**src/rtl/nor_burst_engine.sv**
```systemverilog
`default_nettype none
// nor_burst_engine: host byte-stream command engine sequencing timed NOR read/write/wait bursts.
// Rev 1.0
module nor_burst_engine #(
   parameter int ADDR_W = 23,
   parameter int DATA_W = 16,
   parameter int T_RD   = 4,
   parameter int T_WSU  = 2,
   parameter int T_WPW  = 4,
   parameter int T_WH   = 2,
   parameter int TMO_W  = 24
) (
   input  logic              mclk,
   input  logic              reset,
   input  logic              in_valid,
   input  logic [7:0]        in_data,
   output logic              in_ack,
   input  logic              out_space,
   output logic [7:0]        out_data,
   output logic              out_wr,
   output logic [ADDR_W-1:0] nor_a,
   output logic [DATA_W-1:0] nor_d_out,
   output logic              nor_d_oe,
   input  logic [DATA_W-1:0] nor_d_in,
   output logic              nor_ce_n,
   output logic              nor_oe_n,
   output logic              nor_we_n,
   output logic              nor_reset_n,
   output logic              nor_bus_oe,
   input  logic              nor_ready,
   output logic              busy
);
   localparam int A_BYTES = (ADDR_W + 7) / 8;
   localparam int D_BYTES = DATA_W / 8;
   localparam int TIM_W   = (TMO_W > 16) ? TMO_W : 16;

   typedef enum logic [3:0] {
      S_IDLE, S_ADDR, S_CNT, S_RD, S_RDOUT, S_WDATA, S_WSU, S_WPW, S_WH, S_WAIT
   } state_t;

   state_t            r_state, w_state_nx;
   logic [ADDR_W-1:0] r_a, w_a_nx, w_a_inc;
   logic [DATA_W-1:0] r_data, w_data_nx;
   logic [DATA_W-1:0] r_dout, w_dout_nx;
   logic [15:0]       r_count, w_count_nx, r_words, w_words_nx;
   logic [TIM_W-1:0]  r_tim, w_tim_nx;
   logic [2:0]        r_idx, w_idx_nx;
   logic              r_inc, w_inc_nx, r_tmo, w_tmo_nx, r_doe, w_doe_nx;
   logic              r_ce_n, w_ce_n_nx, r_oe_n, w_oe_n_nx, r_we_n, w_we_n_nx;
   logic              r_rst_n, w_rst_n_nx, r_bus_oe, w_bus_oe_nx;
   logic [7:0]        w_status;

   assign w_a_inc  = r_a + ADDR_W'(1);
   assign w_status = {r_bus_oe, ~r_rst_n, nor_ready, r_tmo, 1'b0,
                      (DATA_W == 32), (DATA_W == 16), 1'b1};

   always_ff @(posedge mclk or posedge reset) begin
      if (reset) begin
         r_state  <= S_IDLE;
         r_a      <= '0;
         r_data   <= '0;
         r_dout   <= '0;
         r_count  <= '0;
         r_words  <= '0;
         r_tim    <= '0;
         r_idx    <= '0;
         r_inc    <= 1'b0;
         r_tmo    <= 1'b0;
         r_doe    <= 1'b0;
         r_ce_n   <= 1'b1;
         r_oe_n   <= 1'b1;
         r_we_n   <= 1'b1;
         r_rst_n  <= 1'b0;
         r_bus_oe <= 1'b0;
      end else begin
         r_state  <= w_state_nx;
         r_a      <= w_a_nx;
         r_data   <= w_data_nx;
         r_dout   <= w_dout_nx;
         r_count  <= w_count_nx;
         r_words  <= w_words_nx;
         r_tim    <= w_tim_nx;
         r_idx    <= w_idx_nx;
         r_inc    <= w_inc_nx;
         r_tmo    <= w_tmo_nx;
         r_doe    <= w_doe_nx;
         r_ce_n   <= w_ce_n_nx;
         r_oe_n   <= w_oe_n_nx;
         r_we_n   <= w_we_n_nx;
         r_rst_n  <= w_rst_n_nx;
         r_bus_oe <= w_bus_oe_nx;
      end
   end

   always_comb begin
      w_state_nx  = r_state;
      w_a_nx      = r_a;
      w_data_nx   = r_data;
      w_dout_nx   = r_dout;
      w_count_nx  = r_count;
      w_words_nx  = r_words;
      w_tim_nx    = r_tim;
      w_idx_nx    = r_idx;
      w_inc_nx    = r_inc;
      w_tmo_nx    = r_tmo;
      w_doe_nx    = r_doe;
      w_ce_n_nx   = r_ce_n;
      w_oe_n_nx   = r_oe_n;
      w_we_n_nx   = r_we_n;
      w_rst_n_nx  = r_rst_n;
      w_bus_oe_nx = r_bus_oe;
      in_ack      = 1'b0;
      out_wr      = 1'b0;
      out_data    = 8'h00;
      // With no downstream space the whole engine freezes, NOR strobes included.
      if (out_space) begin
         case (r_state)
            S_IDLE: if (in_valid) begin
               in_ack   = 1'b1;
               w_inc_nx = in_data[0];
               w_idx_nx = '0;
               w_tim_nx = '0;
               case (in_data[7:4])
                  4'h0: case (in_data[3:0])
                     4'h1: begin out_wr = 1'b1; out_data = w_status; end
                     4'h2: w_bus_oe_nx = 1'b0;
                     4'h3: w_bus_oe_nx = 1'b1;
                     4'h4: w_rst_n_nx  = 1'b1;
                     4'h5: w_rst_n_nx  = 1'b0;
                     4'h6: w_state_nx  = S_ADDR;
                     4'h7: w_state_nx  = S_CNT;
                     default: ;
                  endcase
                  4'h1: begin
                     w_state_nx = S_RD;
                     w_words_nx = r_count;
                     w_ce_n_nx  = 1'b0;
                     w_oe_n_nx  = 1'b0;
                  end
                  4'h2: begin
                     w_state_nx = S_WDATA;
                     w_words_nx = r_count;
                  end
                  4'h3: begin
                     w_state_nx = S_WAIT;
                     w_tmo_nx   = 1'b0;
                  end
                  default: ;
               endcase
            end
            S_ADDR: if (in_valid) begin
               in_ack   = 1'b1;
               w_a_nx   = ADDR_W'({r_a, in_data});
               w_idx_nx = r_idx + 3'd1;
               if (r_idx == 3'(A_BYTES - 1)) w_state_nx = S_IDLE;
            end
            S_CNT: if (in_valid) begin
               in_ack     = 1'b1;
               w_count_nx = {r_count[7:0], in_data};
               w_idx_nx   = r_idx + 3'd1;
               if (r_idx == 3'd1) w_state_nx = S_IDLE;
            end
            S_RD: begin
               if (r_tim == TIM_W'(T_RD - 1)) begin
                  w_data_nx  = nor_d_in;
                  w_oe_n_nx  = 1'b1;
                  w_ce_n_nx  = 1'b1;
                  w_idx_nx   = '0;
                  w_state_nx = S_RDOUT;
               end else begin
                  w_tim_nx = r_tim + TIM_W'(1);
               end
            end
            S_RDOUT: begin
               out_wr    = 1'b1;
               out_data  = r_data[DATA_W-1 -: 8];
               w_data_nx = r_data << 8;
               w_idx_nx  = r_idx + 3'd1;
               if (r_idx == 3'(D_BYTES - 1)) begin
                  if (r_inc) w_a_nx = w_a_inc;
                  if (r_words == 16'd0) begin
                     w_state_nx = S_IDLE;
                  end else begin
                     w_words_nx = r_words - 16'd1;
                     w_tim_nx   = '0;
                     w_ce_n_nx  = 1'b0;
                     w_oe_n_nx  = 1'b0;
                     w_state_nx = S_RD;
                  end
               end
            end
            S_WDATA: if (in_valid) begin
               in_ack    = 1'b1;
               w_data_nx = DATA_W'({r_data, in_data});
               w_idx_nx  = r_idx + 3'd1;
               if (r_idx == 3'(D_BYTES - 1)) begin
                  w_dout_nx  = DATA_W'({r_data, in_data});
                  w_doe_nx   = 1'b1;
                  w_ce_n_nx  = 1'b0;
                  w_tim_nx   = '0;
                  w_state_nx = S_WSU;
               end
            end
            S_WSU: begin
               if (r_tim == TIM_W'(T_WSU - 1)) begin
                  w_we_n_nx  = 1'b0;
                  w_tim_nx   = '0;
                  w_state_nx = S_WPW;
               end else begin
                  w_tim_nx = r_tim + TIM_W'(1);
               end
            end
            S_WPW: begin
               if (r_tim == TIM_W'(T_WPW - 1)) begin
                  w_we_n_nx  = 1'b1;
                  w_tim_nx   = '0;
                  w_state_nx = S_WH;
               end else begin
                  w_tim_nx = r_tim + TIM_W'(1);
               end
            end
            S_WH: begin
               if (r_tim == TIM_W'(T_WH - 1)) begin
                  w_doe_nx  = 1'b0;
                  w_ce_n_nx = 1'b1;
                  if (r_inc) w_a_nx = w_a_inc;
                  if (r_words == 16'd0) begin
                     w_state_nx = S_IDLE;
                  end else begin
                     w_words_nx = r_words - 16'd1;
                     w_idx_nx   = '0;
                     w_state_nx = S_WDATA;
                  end
               end else begin
                  w_tim_nx = r_tim + TIM_W'(1);
               end
            end
            S_WAIT: begin
               if (nor_ready) begin
                  out_wr     = 1'b1;
                  out_data   = 8'h00;
                  if (r_inc) w_a_nx = w_a_inc;
                  w_state_nx = S_IDLE;
               end else if (&r_tim[TMO_W-1:0]) begin
                  out_wr     = 1'b1;
                  out_data   = 8'hFF;
                  w_tmo_nx   = 1'b1;
                  w_state_nx = S_IDLE;
               end else begin
                  w_tim_nx = r_tim + TIM_W'(1);
               end
            end
            default: w_state_nx = S_IDLE;
         endcase
      end
   end

   assign nor_a       = r_a;
   assign nor_d_out   = r_dout;
   assign nor_d_oe    = r_doe;
   assign nor_ce_n    = r_ce_n;
   assign nor_oe_n    = r_oe_n;
   assign nor_we_n    = r_we_n;
   assign nor_reset_n = r_rst_n;
   assign nor_bus_oe  = r_bus_oe;
   assign busy        = (r_state != S_IDLE);

endmodule
`default_nettype wire

```
**config.mk**
```make
export PLATFORM = sky130hd
export DESIGN_NAME = nor_burst_engine
export DESIGN_NICKNAME = d
export VERILOG_FILES = /design/src/rtl/nor_burst_engine.sv
export SDC_FILE = /design/constraint.sdc
export NUM_CORES = 1
export LEC_CHECK = 0
export BUFFER_PORTS_ARGS = -buffer_cell sky130_fd_sc_hd__buf_2
export CAP_MARGIN = 20
export CORE_AREA = 2 2 135 137
export DETAILED_ROUTE_END_ITERATION = 6
export DIE_AREA = 0 0 137 139
export PLACE_DENSITY = 0.66
export SYNTH_ARGS = -nofsm -noshare
export SYNTH_HDL_FRONTEND = slang
export SYNTH_SLANG_ARGS = --single-unit
```
**constraint.sdc**
```tcl
create_clock -name mclk -period 7.2 [get_ports mclk]
set_input_delay 1.08 -clock mclk [delete_from_list [all_inputs] [get_ports mclk]]
set_output_delay 1.08 -clock mclk [all_outputs]
set_load 0.01 [all_outputs]
```
### After elaboration in Yosys (flattened, before gate mapping)

Index checks and enable logic that the tools add are counted.
W data, S select, Z words.

| word-level totals | value |
|---|---|
| register bits | 126 |
| memories kept | 0 |
| ROM bits | 0 |
| output and inout bits | 56 |
| latch bits | 0 |
| input bits | 29 |
| word-level logic and storage cells | 198 |
| memory bits (writable) | 0 |

| cells by class | value |
|---|---|
| muxes and demuxes | 91 |
| shift-type cells | 0 |
| $lt $le $gt $ge | 0 |
| equal/unequal tests | 50 |
| add/subtract/negate cells | 4 |
| reductions and logical operators | 36 |
| div/mod/pow operators | 0 |
| bitwise logic cells | 1 |
| $mul | 0 |

Operators with widths:

| operator | number |
|---|---|
| $mux W24 | 11 |
| $pmux W24 S8 | 1 |
| $mux W23 | 5 |
| $mux W16 | 7 |
| $pmux W16 S3 | 2 |
| $pmux W23 S4 | 1 |
| $mux W4 | 14 |
| $mux W8 | 6 |
| $ne A2 B2 Y1 const B | 21 |
| $pmux W4 S10 | 1 |
| $eq A4 B3 Y1 const B | 8 |
| $add A24 B1 Y24 const B | 1 |
| $eq A24 B1 Y1 const B | 1 |
| $eq A24 B2 Y1 const B | 1 |
| $eq A4 B2 Y1 const B | 6 |
| $mux W1 | 24 |
| $pmux W8 S3 | 1 |
| $reduce_and A24 Y1 | 1 |
| $add A23 B1 Y23 const B | 1 |
| $mux W3 | 6 |
| $reduce_and A6 Y1 | 3 |
| $logic_not A16 Y1 | 1 |
| $pmux W4 S4 | 1 |
| $reduce_and A16 Y1 | 1 |
| other kinds (32) | 57 |

### Logic depth before layout (Yosys ltp)

Gate-level depths: netlist of the first run.

| logic depth | value |
|---|---|
| word-level depth | 6 |
| mapped depth | 12 |
| gate-level depth less buffers | 9 |

### Worst setup path after synthesis of the first run

No wires, ideal clock.

| path | value |
|---|---|
| kind | in2out |
| start | in in_data[4] |
| end | out out_data[4] |
| arrival time | 2.502 ns |
| cell stages on the path | 6 |
| buffers on the path | 1 |
| path slack | 3.618 ns |
| cells stage by stage | clkbuf_1 > nor3_1 > nand3_1 > nor4_1 > a22oi_1 > a21oi_1 |

| on the way | value |
|---|---|
| word-level cells in the longest chain between the ends | 5 |

Ends and longest elaborated chain:

| what | line | text |
|---|---|---|
| from (decl) | 16 | `input logic [7:0] in_data,` |
| $logic_not A4 Y1 | 123 | `case (in_data[7:4])` |
| $mux W8 | 123 |  |
| $mux W8 | 118 | `S_IDLE: if (in_valid) begin` |
| $pmux W8 S3 | 117 | `case (r_state)` |
| $mux W8 | 116 | `if (out_space) begin` |
| to (decl) | 19 | `output logic [7:0] out_data,` |

Every way passes these cells.

### Worst setup path in the final report of the first run

| path | value |
|---|---|
| start | reg r_state[0] |
| end | out out_data[5] |

| on the way | value |
|---|---|
| word-level cells in the longest chain between the ends | 3 |
| elaborated cells between the ends (all ways) | 5 |

Ends and longest elaborated chain:

| what | line | text |
|---|---|---|
| from (decl) | 41 | `state_t r_state, w_state_nx;` |
| from (signal assigned) | 76 | `r_state <= w_state_nx;` |
| $eq A4 B4 Y1, or another cell as far along | 117 |  |
| $pmux W8 S3 (*) | 117 |  |
| $mux W8 (*) | 116 |  |

Every way passes the cells marked *; elsewhere a longest branch is shown, timed or not.

==> results.ini, run 1 <==
[placed_design]
place.gp.congestion=0.877
place.port_buffers=84
dp_hpwl_um=13600
place_ws_ns=2.97

[synthesis]
synth_most_common_cell=dfrtp_1
ys_seq_area_frac=0.434
ys_seq_elements=126
syn_inst=846
synthTopCellsByCount=123 x dfrtp_1, 93 x a21oi_1, 85 x nand2_1
synthesis.area_mm2=0.00727
ys.flop_type=dfrtp_1
synth_edf_count=0
syn_nets=882
synth_area_leaders=dfrtp_1 42%, a21oi_1 6.4%, mux2_2 5.7%
netlist.area_leader.share=0.424
syn_area_per_cell_um2=8.59
yosysWarnings=0
yosys.area.top_type=dfrtp_1
ys_types=55
synthArstFlopShare=1.00

[worst_setup_path]
cp.arrival_ns=2.89
end_kind=primary output
cpMaxStageDelayCell=dfrtp_1
worstPathCellList=or2_2, nor2_1, nand3_1, nor4_1, buf_2, a22oi_1, a21oi_1, buf_2
cp.required_ns=6.12
cp_max_fo=26
path_class=flip-flop to primary output
max_stage_delay_ns=0.66
worst_path_most_repeated_cell=buf_2
worst_setup_path_start_kind=flip-flop

[floorplanning]
initial_core_util=0.411
io-pin-count=85
row_count=49
die-area_mm2=0.0190
core_area_mm2=0.0177
die_x_um=137
die_height_um=139

[sta]
min_period_ns=3.97
fmax_mhz=252
setup_viol=0
setup_slack_ns=3.23
skew_ns=0.0120
rsz0062_at_grt=false
finalSetupTns_ns=0
tightest_slew_ns=0.923
maxSlewHeadroom=0.383
hold_viol_final=0
period_share=0.551
slew_violations=0

[layout]
drive_gt1_frac=0.196
layout.nets=940
antenna_cells=0
syn2layout_area_growth_pct=16.1

[flow_run]
maxCapViolCount=0

[power_and_ir_drop]
cellLeakagePower_uw=0.00377
peakVddDrop_uv=195
powerDensity_mw_per_mm2=414

[routing]
remaining_drc_errors=0
wirelength_um=19700
vias=6554
drt_iter0_drc=542
ant_nets=0
firstDrtPassIters=5
avgViaCountPerCell=5.72
routedWlPerCell_um=17.2

[clock_network]
clock-sinks=126
cts_tree=built
h-tree-depth=4
cts_resized=0
cts_made_buffers=17
cts_setup_buffers=0
postCtsHoldBufs=0
clockBufferDepth=2
clockRootBuffer=clkbuf_16
clkLatencyLatePin_ns=0.42
path_clk_slew_ns=0.05

[global_route]
grt_pass1_wl_um=32000
grt_overflow=0
grt_pass1_vias=6063
grt_max_degree=73
grt_use_total=0.212
antenna_found_initial=0

[hold_path]
hold_path_class=flip-flop to flip-flop

[run_status]
outcome=finished clean

==> worst paths after layout <==
kind,to,slack (ns),startpoint,depth (start not counted)
worst max-delay path,out_data[5],3.23,r_state[0]$_DFFE_PP0P_,8
worst min register to register,nor_d_out[5]$_DFFE_PP0P_,0.47,nor_d_out[5]$_DFFE_PP0P_,2
worst min-delay path,nor_d_out[5]$_DFFE_PP0P_,0.47,nor_d_out[5]$_DFFE_PP0P_,2
min in group asynchronous,r_words[8]$_DFFE_PP0P_,0.77,reset,2
worst max register to register,r_tim[12]$_DFFE_PP0P_,3.80,r_words[0]$_DFFE_PP0P_,9
max in group asynchronous,nor_d_out[8]$_DFFE_PP0P_,5.05,reset,3
==> critical path: cells and delay by family, from the launching register on <==
| kind | cells | cell delay (ns) |
|---|---|---|
| buf+inv | 2 | 0.39 |
| compound gates | 2 | 0.25 |
| flops | 1 | 0.66 |
| simple gates | 4 | 1.18 |
==> routing by layer <==
layer / global-route usage / vias to the layer above / routed length, µm
met5: 0 / - / 0
met4: 0.0635 / 0 / 363
met2: 0.325 / 154 / 9240
met3: 0.0442 / 25 / 827
met1: 0.301 / 3160 / 9320
li1: - / 3215 / -
==> kinds of logic after synthesis <==
| family | Yosys count | synth area share |
|---|---|---|
| compound gates | 266 | 0.221 |
| flops | 126 | 0.434 |
| xor+xnor | 3 | 0.00362 |
| buf+inv | 77 | 0.0410 |
| fa+ha+maj | 7 | 0.0121 |
| mux | 46 | 0.0697 |
| simple gates | 321 | 0.218 |
==> power by group <==
part           switching (µW)  internal [µW]  leakage (µW)
Sequential                301            957       0.00158
Clock                     319            525      0.000279
Combinational             823            564       0.00191
==> placed cells by master, fill, tap and decap left out, types with 4 or more instances in the layout <==
master,instances
a31oi_1,7
nor2b_1,12
nor2_1,76
mux2i_1,9
dfrtp_1,123
clkbuf_16,17
or4_1,4
and2_1,6
nand3_1,30
or2_2,5
a21o_1,6
a22oi_1,18
clkinv_2,5
o22ai_1,18
or3_1,9
nand3b_1,5
nor4_1,13
ha_1,7
o31ai_1,11
mux2_2,37
a21oi_1,91
nor3_1,25
buf_4,10
o21ai_0,68
nand2b_1,11
nand2_1,85
inv_1,20
a2bb2oi_1,5
and3_1,18
a22o_1,19
nand4_1,7
buf_2,85
==> final cells by class <==
| type | count | area, µm² |
|---|---|---|
| Tap cell | 229 | 287 |
| Fill cell | 1732 | 9220 |
| Multi-Input combinational cell | 643 | 3840 |
| Timing Repair Buffer | 95 | 500 |
| Clock buffer | 21 | 460 |
| Clock inverter | 11 | 116 |
| Sequential cell | 126 | 3160 |
| Inverter | 21 | 81.3 |
==> sequential cells by signal, summed over array words and instances, names as in the netlist <==
signal and cells:
nor_we_n 1, r_data 16, nor_bus_oe 1, nor_a 23, nor_reset_n 1, nor_oe_n 1
r_count 16, r_state 4, r_words 16, nor_d_out 16, r_tim 24, nor_d_oe 1
nor_ce_n 1, r_idx 3, r_tmo 1, r_inc 1
==> metrics by stage <==
| stage | util | power, µW | std cells | hold slack, ns | cell area [µm²] |
|---|---|---|---|---|---|
| finish | 0.478 | 3490 | 1146 | 0.474 | 8440 |
| global route | 0.478 | 3760 | 1146 | 0.518 | 8440 |
| CTS | 0.478 | 3500 | 1145 | 0.484 | 8430 |
| detailed placement | 0.445 | 2640 | 1113 | 0.471 | 7860 |
| global placement | 0.445 | 2620 | 1113 | 0.465 | 7860 |
| floorplan | - | 2220 | 846 | 0.465 | 7270 |
Note: power is estimated with default switching activity, not from simulation.
==> run 2, diff against run 1 <==
==> constraint.sdc (replaced) <==
create_clock -name mclk -period 4.1 [get_ports mclk]
set_input_delay 0.615 -clock mclk [delete_from_list [all_inputs] [get_ports mclk]]
set_output_delay 0.615 -clock mclk [all_outputs]
set_load 0.01 [all_outputs]
==> run 2 against run 1 <==
Net effect:
- combinational power is 81% higher
- count of clock-buffer cells in the layout fell by 1
- critical endpoint is now out_data[6]
- first-iteration DRC count shrank 21%
- critical path type unchanged
- clock skew is 0.0011 ns lower
- sequential share of layout area down 0.35 points
- worst setup slack worse by 2.6 ns
- via count grew 0.92%
- register-to-register slack worse by 2.8 ns
- non-clock buffer count grew 5
- die area did not move
- final cell count grew 0.44%
- clock power increased by 81%
==> results.ini, run 2 (same netlist as run 1, synthesis figures left out) <==
[placed_design]
placed_area_mm2=0.00791
place.port_buffers=84
dp_hpwl_um=13800
place_ws_ns=1.01
place.gp.congestion=0.955

[routing]
remaining_drc_errors=0
ant_nets=0
avgViaCountPerCell=5.75
routedWlPerCell_um=17.5
vias=6614
firstDrtPassIters=5
wirelength_um=20200
drt_iter0_drc=428

[layout]
antenna_cells=0
final_common_cell=dfrtp_1
utilization=0.482
final_cell_area_mm2=0.00852
final_cell_mix=123 x dfrtp_1, 91 x a21oi_1, 85 x nand2_1
syn2layout_area_growth_pct=17.2
layout.nets=945
largest_reg_flops=24
regMostFlops=r_tim
drive_gt1_frac=0.203

[global_route]
antenna_found_initial=0
grt_max_degree=66
grt_overflow=0
grt_pass1_vias=6282
grt_pass1_wl_um=32900
grt_use_total=0.216

[power_and_ir_drop]
powerDensity_mw_per_mm2=731
p_total_uw=6220
cellLeakagePower_uw=0.00381
peakVddDrop_uv=356

[clock_network]
h-tree-depth=4
clockBufferDepth=2
postCtsHoldBufs=0
clockRootBuffer=clkbuf_16
cts_tree=built
cts_made_buffers=17
cts_setup_buffers=0
clock-sinks=126
clkLatencyLatePin_ns=0.43
cts_resized=0
path_clk_slew_ns=0.06

[sta]
min_period_ns=3.47
maxSlewHeadroom=0.417
setup_viol=0
tightest_slew_ns=0.852
fmax_mhz=288
setup_slack_ns=0.631
rsz0062_at_grt=false
skew_ns=0.0109
slew_violations=0
hold_viol_final=0
period_share=0.846
finalSetupTns_ns=0

[floorplanning]
initial_core_util=0.411
core_area_mm2=0.0177
io-pin-count=85
row_count=49
die_x_um=137
die_height_um=139
die-area_mm2=0.0190

[worst_setup_path]
path_class=flip-flop to primary output
cp_max_fo=27
end_kind=primary output
cp.required_ns=3.48
cp_top_family=simple AND/OR/NAND/NOR gates
crit_buf_inv=2
cp.arrival_ns=2.85
worstPathCellList=or2_2, nor2_1, nand3_1, nor4_1, buf_4, a22oi_1, a21oi_1, buf_2
cpMaxStageDelayCell=dfrtp_1
max_stage_delay_ns=0.66
worst_setup_path_start_kind=flip-flop

[flow_run]
maxCapViolCount=0

[hold_path]
hold_path_class=input port to async pin

[run_status]
outcome=finished clean

run 2: cell types whose count changed in the layout (fill, tap and decap cells not counted), sizes merged:
cell / previous run / this run
buf: 95 / 100
clkbuf: 21 / 20
clkinv: 5 / 6
run 2: path summary, 6_finish.rpt:
kind	start	end	slack, ns	cells past startpoint
worst max-delay path	r_state[2]$_DFFE_PP0P_	out_data[6]	0.63	8
worst min-delay path	reset	r_count[12]$_DFFE_PP0P_	0.33	2
worst max register to register	r_words[0]$_DFFE_PP0P_	r_tim[19]$_DFFE_PP0P_	0.96	9
worst min register to register	nor_d_out[2]$_DFFE_PP0P_	nor_d_out[2]$_DFFE_PP0P_	0.50	1
max in group asynchronous	reset	nor_we_n$_DFFE_PP1P_	2.90	3
min in group mclk	nor_d_in[9]	r_data[9]$_DFFE_PP0P_	0.49	3
run 2: area by class of cell:
cell class / count / area, µm²
clock inverter: 12 / 136
fill: 1707 / 9140
multi-input combinational: 643 / 3840
clock buffer: 20 / 467
sequential: 126 / 3160
timing repair buffer: 100 / 553
inverter: 21 / 81.3
tap: 229 / 287
run 2: report_power, final:
| part | total (µW) | internal [µW] | leakage (µW) | switching (µW) |
|---|---|---|---|---|
| registers | 2180 | 1680 | 0.00158 | 500 |
| clock network | 1530 | 945 | 0.000289 | 589 |
| logic | 2510 | 1010 | 0.00194 | 1500 |
| total | 6220 | 3640 | 0.00381 | 2590 |
run 2: per-layer routing:
layer | global-route usage | part of all wire
met5 | 0 | 0
met4 | 0.0678 | 0.017
met3 | 0.0428 | 0.041
met2 | 0.338 | 0.47
met1 | 0.302 | 0.47
run 2: per-stage QoR:
step                      hold WS [ns]  instances
after floorplan                  0.465        846
after global placement           0.462       1119
after detailed placement         0.488       1119
after CTS                        0.369       1151
after global routing             0.415       1151
final                            0.333       1151
